--- src/rtl/pixel_unpacker.sv ---
// pixel_unpacker: splits packed upstream words into single pixels and
// tags raster position and frame boundaries for the filter pixel FIFO.
module pixel_unpacker #(
   parameter int DWIDTH_WORD = 32,
   parameter int DWIDTH_PIX  = 8,
   parameter int IMG_WIDTH   = 720,
   parameter int IMG_HEIGHT  = 540,
   parameter int LSB_FIRST   = 1
) (
   input  logic                   clock,
   input  logic                   reset,
   output logic                   word_fifo_rd_en,
   input  logic [DWIDTH_WORD-1:0] word_fifo_dout,
   input  logic                   word_fifo_empty,
   output logic                   pix_fifo_wr_en,
   output logic [DWIDTH_PIX-1:0]  pix_fifo_din,
   input  logic                   pix_fifo_full,
   output logic                   frame_first,
   output logic                   frame_last
);

   localparam int PPW = DWIDTH_WORD / DWIDTH_PIX;
   localparam int LW  = (PPW > 1) ? $clog2(PPW) : 1;
   localparam int XW  = (IMG_WIDTH > 1) ? $clog2(IMG_WIDTH) : 1;
   localparam int YW  = (IMG_HEIGHT > 1) ? $clog2(IMG_HEIGHT) : 1;

   localparam logic [LW-1:0] LANE_LAST = LW'(PPW - 1);
   localparam logic [XW-1:0] X_LAST    = XW'(IMG_WIDTH - 1);
   localparam logic [YW-1:0] Y_LAST    = YW'(IMG_HEIGHT - 1);

   typedef enum logic {
      EMPTY = 1'b0,
      HOLD  = 1'b1
   } state_t;

   state_t                 state;
   state_t                 state_nxt;
   logic [DWIDTH_WORD-1:0] hold_word;
   logic [DWIDTH_WORD-1:0] hold_word_nxt;
   logic [LW-1:0]          lane;
   logic [LW-1:0]          lane_nxt;
   logic [XW-1:0]          x;
   logic [XW-1:0]          x_nxt;
   logic [YW-1:0]          y;
   logic [YW-1:0]          y_nxt;
   logic [DWIDTH_PIX-1:0]  lanes [PPW];
   logic                   hold_valid;
   logic                   lane_last;
   logic                   x_last;
   logic                   y_last;
   logic                   wr;
   logic                   rd;

   if (DWIDTH_WORD % DWIDTH_PIX != 0) begin : g_bad_word
      $error("DWIDTH_WORD must be a multiple of DWIDTH_PIX");
   end

   if ((IMG_WIDTH * IMG_HEIGHT) % PPW != 0) begin : g_bad_frame
      $error("frame size must be a multiple of PIX_PER_WORD");
   end

   // Lane 0 is always the first pixel to emit; the packing order is
   // folded in here so the selector below is a plain index.
   for (genvar i = 0; i < PPW; i++) begin : g_lane
      localparam int SRC = (LSB_FIRST != 0) ? i : (PPW - 1 - i);
      assign lanes[i] = hold_word[SRC*DWIDTH_PIX +: DWIDTH_PIX];
   end

   // State register: held word, lane pointer and raster position.
   always_ff @(posedge clock or negedge reset) begin
      if (!reset) begin
         state     <= EMPTY;
         hold_word <= '0;
         lane      <= '0;
         x         <= '0;
         y         <= '0;
      end else begin
         state     <= state_nxt;
         hold_word <= hold_word_nxt;
         lane      <= lane_nxt;
         x         <= x_nxt;
         y         <= y_nxt;
      end
   end

   // Handshakes, lane sequencing and raster position update.
   always_comb begin
      hold_valid = (state == HOLD);
      lane_last  = (lane == LANE_LAST);
      x_last     = (x == X_LAST);
      y_last     = (y == Y_LAST);

      wr = reset & hold_valid & ~pix_fifo_full;
      rd = reset & ~word_fifo_empty
         & (~hold_valid | (wr & lane_last));

      state_nxt     = state;
      hold_word_nxt = hold_word;
      lane_nxt      = lane;
      x_nxt         = x;
      y_nxt         = y;

      unique case (state)
         EMPTY: begin
            if (rd) begin
               state_nxt     = HOLD;
               hold_word_nxt = word_fifo_dout;
               lane_nxt      = '0;
            end
         end
         HOLD: begin
            // A pop here implies the last lane is being written, so
            // the reload keeps the pixel stream free of bubbles.
            if (rd) begin
               hold_word_nxt = word_fifo_dout;
               lane_nxt      = '0;
            end else if (wr) begin
               if (lane_last) begin
                  state_nxt = EMPTY;
               end else begin
                  lane_nxt = lane + LW'(1);
               end
            end
         end
      endcase

      if (wr) begin
         if (x_last) begin
            x_nxt = '0;
            y_nxt = y_last ? '0 : y + YW'(1);
         end else begin
            x_nxt = x + XW'(1);
         end
      end

      word_fifo_rd_en = rd;
      pix_fifo_wr_en  = wr;
      pix_fifo_din    = lanes[lane];
      frame_first     = wr & (x == '0) & (y == '0);
      frame_last      = wr & x_last & y_last;
   end

endmodule

--- config.mk ---
export PLATFORM = sky130hd
export DESIGN_NAME = pixel_unpacker
export DESIGN_NICKNAME = d
export VERILOG_FILES = /design/src/rtl/pixel_unpacker.sv
export SDC_FILE = /design/constraint.sdc
export NUM_CORES = 1
export LEC_CHECK = 0
export ABC_CLOCK_PERIOD_IN_PS = 4560
export CAP_MARGIN = 20
export CORE_UTILIZATION = 39
export CTS_CLUSTER_SIZE = 30
export DETAILED_ROUTE_END_ITERATION = 8
export MAX_ROUTING_LAYER = met4
export SYNTH_ARGS = -nofsm -noshare
export SYNTH_HDL_FRONTEND = slang
export SYNTH_SLANG_ARGS = --single-unit
export TNS_END_PERCENT = 1
--- constraint.sdc ---
create_clock -name clock -period 4.56 [get_ports clock]
set_input_delay 0.912 -clock clock [delete_from_list [all_inputs] [get_ports clock]]
set_output_delay 0.912 -clock clock [all_outputs]
set_load 0.01 [all_outputs]
==> results of run 1 <==
metrics by stage:
step | util | setup slack [ps] | std cells
final | 0.510 | 772 | 337
after detailed placement | 0.497 | 808 | 329
after floorplan | - | 1520 | 210
after global placement | 0.497 | 813 | 329
after CTS | 0.510 | 783 | 337
after global routing | 0.510 | 684 | 337
registers in the layout (all words and copies together), names as in the netlist:
register,count
hold_valid,1
lane,2
x,10
hold_word,32
y,10
Yosys cell counts:
master / number
and2_1: 1
a21o_1: 1
a31oi_1: 1
o2bb2ai_1: 2
nor3_1: 1
nor2_1: 3
and3b_1: 1
nor4_1: 2
o21ai_0: 7
nand3b_1: 3
buf_1: 2
nand2_1: 13
or3_1: 1
and3_1: 2
mux4_2: 8
nor3_2: 1
inv_1: 9
and3_2: 3
o21ai_1: 4
buf_2: 4
and4_1: 2
clkbuf_1: 1
a211oi_1: 1
nand3_1: 12
xnor2_1: 6
nor4b_1: 2
xor2_1: 2
a41oi_1: 1
dfrtp_1: 55
or4b_2: 1
or4_1: 2
nand4_4: 1
mux2i_1: 1
mux2_2: 32
clkbuf_8: 1
nand4_1: 6
a21oi_1: 8
ha_1: 5
nand2b_1: 2
layout make-up:
cell class | count | area, sq um
clock buffer | 6 | 72.6
clock inverter | 2 | 16.3
fill | 580 | 3140
inverter | 9 | 33.8
multi-input combinational | 138 | 1190
sequential | 55 | 1380
tap | 77 | 96.3
timing repair buffer | 50 | 488
worst max-delay path by stage:
stage / to / from
after floorplan: frame_first / pix_fifo_full
after global placement: frame_first / pix_fifo_full
after detailed placement: frame_first / pix_fifo_full
after CTS: frame_first / pix_fifo_full
after global routing: frame_first / pix_fifo_full
final: frame_first / pix_fifo_full
cells by family (layout without fill, tap and decap cells):
group / count (synthesis) / in the layout / share of synthesized area
AOI/OAI and AO/OA: 25 / 25 / 0.0541
adders and majority gates: 5 / 5 / 0.0237
buffers and inverters: 17 / 67 / 0.0299
xor gates and xnor gates: 8 / 8 / 0.0266
and+or+nand+nor: 59 / 59 / 0.136
muxes: 41 / 41 / 0.209
DFF: 55 / 55 / 0.522
cells in the final DEF, fill, tap and decap left out, types with 4 or more instances in the layout:
cell type,count
clkdlybuf4s50_1,46
nand2_1,13
inv_1,9
dfrtp_1,55
nand4_1,6
o21ai_0,7
clkbuf_8,5
ha_1,5
mux4_2,8
nand3_1,12
xnor2_1,6
a21oi_1,7
mux2_2,32
o21ai_1,4
power by group through the flow:
stage / Combinational, mW / Sequential (mW) / Clock [mW]
after floorplan: 0.402 / 0.734 / 0
after global placement: 0.577 / 0.802 / 0
after detailed placement: 0.586 / 0.810 / 0
after CTS: 0.587 / 0.799 / 0.282
after global routing: 0.624 / 0.828 / 0.300
final: 0.580 / 0.795 / 0.267
routing by layer:
metal  GRT usage  routed length, um
met1       0.226               2460
met2       0.245               2320
met3      0.0344                308
met4      0.0282                 21
met5           -                  0
==> parameters.txt, run 1 <==
Parameter                              Value

Outcome
  Outcome ... complete, but fails checks
  Violations in the final reports ... DRC

Worst setup path
  WP data required ... 3650 ps
  Launch instance of the worst register-to-register path ... lane[0]
  Worst path max stage delay ... 600 ps
  Number of cells on the worst reg-to-reg path ... 5
  Critical R2R Capture ... hold_word[30]
  Critical Path Sink Type ... output pin
  Slowest-stage cell, CP ... clkdlybuf4s50_1
  Depth of the critical timing path with buffers and inverters included ... 6
  Startpoint class of the critical path ... input port
  Arrival @ worst endpoint ... 2880 ps
  Chain of cells forming the critical path ... clkdlybuf4s50_1 -> nand3b_1 -> inv_1 -> nand3_1 -> nor4_1 -> clkdlybuf4s50_1
  Kind of cell with the highest combined delay on the critical path ... buffers and inverters
  Combined buffer and inverter count along the critical path ... 3
  Cell seen most often among critical-path stages ... clkdlybuf4s50_1
  Critical path start-end classification ... input port to output pin
  R2r setup slk ... 2250 ps
  Largest driver fanout on the critical path ... 6

STA
  Crit share post-route ... 0.831
  Min Clock Period, post-route ... 3790 ps
  RSZ-0062 raised after global routing ... no
  Count of final setup violators ... 0
  Measured slew at the worst slew-check pin ... 721 ps
  Total count of hold-check failures in the final report ... 0
  Setup TNS ... 0 ps
  Worst clock skew ... 4.43 ps
  Worst slew slack as a fraction of its limit ... 0.520
  Tightest hold margin ... 488 ps
  Achievable frequency ... 264 MHz
  Final Slew Violations ... 0

Clock tree
  Clock Latency Late Sink ... 300 ps
  CTS tree ... done
  Buffer levels on the longest clock path ... 2
  CTS clk-pin slew, worst paths ... 90 ps
  Post-CTS Hold Buffers ... 0
  CTS buffer count ... 5
  Clock Sinks ... 55
  Total number of H-tree levels ... 2
  Post-CTS Setup Bufs ... 0
  Root buffer cell ... clkbuf_8
  Cells resized by post-CTS repair ... 0

Finish
  Fin nets ... 300
  Final Cell Area ... 3280 sq um
  Layout cell share with drive strength beyond 1 ... 0.223
  Antenna diode count ... 0
  Synth-to-layout area growth ... 24.2%

Logic synthesis
  Cell type contributing the most total cell area after synthesis ... dfrtp_1
  YS warnings ... 0
  Register bit total from synthesis ... 55
  Most area-consuming cells after synthesis ... dfrtp_1 (52%), mux2_2 (14%), mux4_2 (6.8%)
  Number of different library cells in the post-synthesis netlist ... 39
  Share of Yosys cell area claimed by the top area cell type ... 0.522
  Synthesized net count ... 251
  Synthesized cell area ... 2640 sq um
  Count of mapped cells out of synthesis ... 210
  Post-synthesis sequential area ratio ... 0.522
  Average size of a mapped cell ... 12.6 sq um

Route
  Iteration count of the initial detailed-routing pass ... 6
  Remaining design rule violation count ... 10
  Routed WL ... 5110 um
  Iter 0 DRT Violations ... 92
  Count of nets left with antenna violations after detail routing ... 0
  Routed wire per std cell ... 15.2 um
  Post-detailed-route via-to-cell ratio ... 5.33
  Number of vias after detailed routing ... 1,796

Power
  Areal power density over the cells ... 501 nW/um^2
  Internal power contribution ... 1.16 mW
  Switching power summed over all nets ... 478 uW
  IR drop worst, VDD ... 0.000149 V
  Logic gate share of total power ... 0.353
  Sw Share ... 0.291
  Static leakage power ... 1.37 nW
  Part of the total power dissipated in sequential elements ... 0.484
  Power, Total ... 1.64 mW
  Fraction of power consumed by the clock network ... 0.163

Floorplan
  Floorplan core area ... 6420 sq um
  Number of placement rows ... 29
  Die extent in x ... 84.3 um
  Die boundary height ... 84.3 um
  Area of the die ... 7100 sq um
  Effective utilization at floorplan ... 0.411
  IO Pins ... 48

Worst hold path
  Min-Delay Path Class ... flip-flop to flip-flop
  Worst hold path depth ... 1
  Launch point of the worst hold path ... y[5]
  Worst-case hold path end point ... y[5]

Global route
  Vias in the first global route ... 1,806
  Initial antenna violation count ... 0
  Maximum number of pins on one net before global-route repair ... 60
  GR Overflow Total ... 0
  Global-route wire length before repair ... 8870 um
  Total GRT Usage ... 0.161

Placed design
  Routability congestion estimate from global placement ... 0.815
  Post-detailed-placement half-perimeter wirelength ... 3550 um
  Area after DPL ... 3190 sq um
  Number of buffer cells added on primary ports ... 47

Run
  Number of violations of the max-capacitance limit ... 0
(Power assumes the default switching activity.)
==> run 2, diff against run 1 <==
--- a/config.mk
+++ b/config.mk
@@ -5,7 +5,7 @@
 export SDC_FILE = /design/constraint.sdc
 export NUM_CORES = 1
 export LEC_CHECK = 0
-export ABC_CLOCK_PERIOD_IN_PS = 4560
+export ABC_CLOCK_PERIOD_IN_PS = 3050
 export CAP_MARGIN = 20
 export CORE_UTILIZATION = 39
 export CTS_CLUSTER_SIZE = 30
==> constraint.sdc (replaced) <==
create_clock -name clock -period 3.05 [get_ports clock]
set_input_delay 0.61 -clock clock [delete_from_list [all_inputs] [get_ports clock]]
set_output_delay 0.61 -clock clock [all_outputs]
set_load 0.01 [all_outputs]
==> parameters.txt, run 2 (same netlist as run 1, synthesis figures left out) <==
Parameter                              Value

Outcome
  Outcome ... complete, but fails checks
  Violations in the final reports ... DRC

Global route
  GR met3 Demand/Resource ... 0.0275
  Initial antenna violation count ... 0
  Global-route wire length before repair ... 8990 um
  Met2 usage ... 0.259
  Layer with the highest usage after global routing ... met2
  Maximum number of pins on one net before global-route repair ... 60
  Vias in the first global route ... 1,882
  Total GRT Usage ... 0.166
  Met1 routing resource usage after global routing ... 0.226
  GR Overflow Total ... 0

STA
  RSZ-0062 raised after global routing ... no
  Worst clock skew ... 10.7 ps
  Setup TNS ... 0 ps
  Count of final setup violators ... 0
  Achievable frequency ... 343 MHz
  Crit share post-route ... 0.956
  Measured slew at the worst slew-check pin ... 718 ps
  Final Slew Violations ... 0
  Worst slew slack as a fraction of its limit ... 0.521
  Min Clock Period, post-route ... 2920 ps
  Total count of hold-check failures in the final report ... 0

Finish
  Synth-to-layout area growth ... 26.7%
  Biggest regs ... hold_word: 32 flops, x: 10 flops, y: 10 flops
  Fill cell instance count of the final layout ... 577
  Most frequent cells in the layout ... dfrtp_1 (55), clkdlybuf4s50_1 (45), mux2_2 (32)
  Most common cell after layout, fill and taps aside ... dfrtp_1
  Layout cell share with drive strength beyond 1 ... 0.251
  Final Cell Area ... 3340 sq um
  Largest register by flop count ... hold_word
  Flip-flop count of the largest register after layout ... 32
  Antenna diode count ... 0
  Final standard cell count with taps included and fillers excluded ... 344
  Fin nets ... 307

Clock tree
  Clock Latency Late Sink ... 310 ps
  Total number of H-tree levels ... 2
  CTS buffer count ... 5
  Post-CTS Setup Bufs ... 0
  Buffer levels on the longest clock path ... 2
  Clock Sinks ... 55
  CTS tree ... done
  CTS clk-pin slew, worst paths ... 100 ps
  Root buffer cell ... clkbuf_8

Power
  Sw Share ... 0.293
  Areal power density over the cells ... 743 nW/um^2
  Power, Total ... 2.48 mW
  IR drop worst, VDD ... 0.000213 V
  Part of the total power dissipated in sequential elements ... 0.467
  Static leakage power ... 1.42 nW
  Fraction of power consumed by the clock network ... 0.172
  Logic gate share of total power ... 0.362
  Switching power summed over all nets ... 729 uW
  Internal power contribution ... 1.76 mW

Route
  Remaining design rule violation count ... 10
  Number of vias after detailed routing ... 1,811
  Count of nets left with antenna violations after detail routing ... 0
  Iter 0 DRT Violations ... 109
  Routed WL ... 5160 um
  Iteration count of the initial detailed-routing pass ... 6
  Post-detailed-route via-to-cell ratio ... 5.26
  Routed wire per std cell ... 15.0 um

Worst setup path
  Combined buffer and inverter count along the critical path ... 3
  Cell seen most often among critical-path stages ... clkdlybuf4s50_1
  Launch instance of the worst register-to-register path ... lane[0]
  Worst path max stage delay ... 590 ps
  Chain of cells forming the critical path ... clkdlybuf4s50_1 -> nand3b_1 -> inv_1 -> nand3_1 -> nor4_2 -> clkdlybuf4s50_1
  Beginning of the critical path ... pix_fifo_full
  Slowest-stage cell, CP ... clkdlybuf4s50_1
  WP data required ... 2440 ps
  Largest driver fanout on the critical path ... 2
  Arrival @ worst endpoint ... 2310 ps
  Critical Path Sink Type ... output pin
  Startpoint class of the critical path ... input port
  Critical path start-end classification ... input port to output pin
  Kind of cell with the highest combined delay on the critical path ... buffers and inverters

Floorplan
  Area of the die ... 7100 sq um
  Floorplan core area ... 6420 sq um
  Die boundary height ... 84.3 um
  Number of placement rows ... 29
  IO Pins ... 48
  Effective utilization at floorplan ... 0.411
  Die extent in x ... 84.3 um

Placed design
  Number of placed instances with taps included ... 336
  Post-detailed-placement half-perimeter wirelength ... 3600 um
  Area after DPL ... 3240 sq um
  Number of buffer cells added on primary ports ... 47
  Routability congestion estimate from global placement ... 0.808

Worst hold path
  Min-Delay Path Class ... input port to async pin

Run
  Number of violations of the max-capacitance limit ... 0
## run 2: cell types whose count changed in the layout (fill, tap and decap cells not counted)
cell             previous run  this run
clkinvlp_4                  1         0
inv_6                       1         0
nor4_1                      2         1
nor4_2                      0         1
inv_8                       0         1
dlygate4sd2_1               0         1
clkdlybuf4s50_1            46        45
clkinv_4                    0         2
buf_4                       3        10
clkbuf_1                    1         0
## run 2: power by group through the flow
stage	clock network, mW	logic [mW]	registers (mW)
after floorplan	0	0.600	1.10
after CTS	0.444	0.914	1.17
after detailed placement	0	0.912	1.18
final	0.427	0.899	1.16
after global placement	0	0.898	1.17
after global routing	0.469	0.974	1.21
## run 2: stage by stage
step | setup WS, ps | hold slack (ps) | utilization
2_1_floorplan | 615 | 314 | -
3_3_place_gp | 112 | 468 | 0.505
3_5_place_dp | 135 | 483 | 0.505
4_1_cts | 106 | 487 | 0.520
5_1_grt | 1.13 | 527 | 0.521
6_report | 134 | 479 | 0.521
## run 2: repair_timing
action | CTS | global route
gates resized for setup | 1 | 1
endpoints found under the setup margin | 1 | 1
hold endpoints to repair | 0 | 0
hold buffers | 0 | 0
pin swaps | 0 | 0
## run 2: path summary, 6_finish.rpt
| kind | endpoint | slack (ps) | cells past startpoint |
|---|---|---|---|
| max | frame_first | 130 | 6 |
| min | x[5] | 480 | 2 |
| max reg2reg | hold_word[29] | 790 | 5 |
| min reg2reg | y[5] | 500 | 1 |
| max in group asynchronous | hold_word[28] | 2110 | 2 |
| min in group clock | y[5] | 500 | 1 |
## run 2: routing by layer
metal | up-vias | wire [um]
met5 | - | 0
met1 | 886 | 2530
met2 | 39 | 2320
met4 | 0 | 42
li1 | 879 | -
met3 | 7 | 271
## run 2: area by class of cell
cell class / count / area (sq um) / share of cell area
Clock buffer: 5 / 68.8 / 0.0206
Clock inverter: 3 / 28.8 / 0.00860
Inverter: 9 / 33.8 / 0.0101
Multi-Input combinational cell: 138 / 1200 / 0.359
Sequential cell: 55 / 1380 / 0.412
Tap cell: 77 / 96.3 / 0.0288
Timing Repair Buffer: 57 / 539 / 0.161
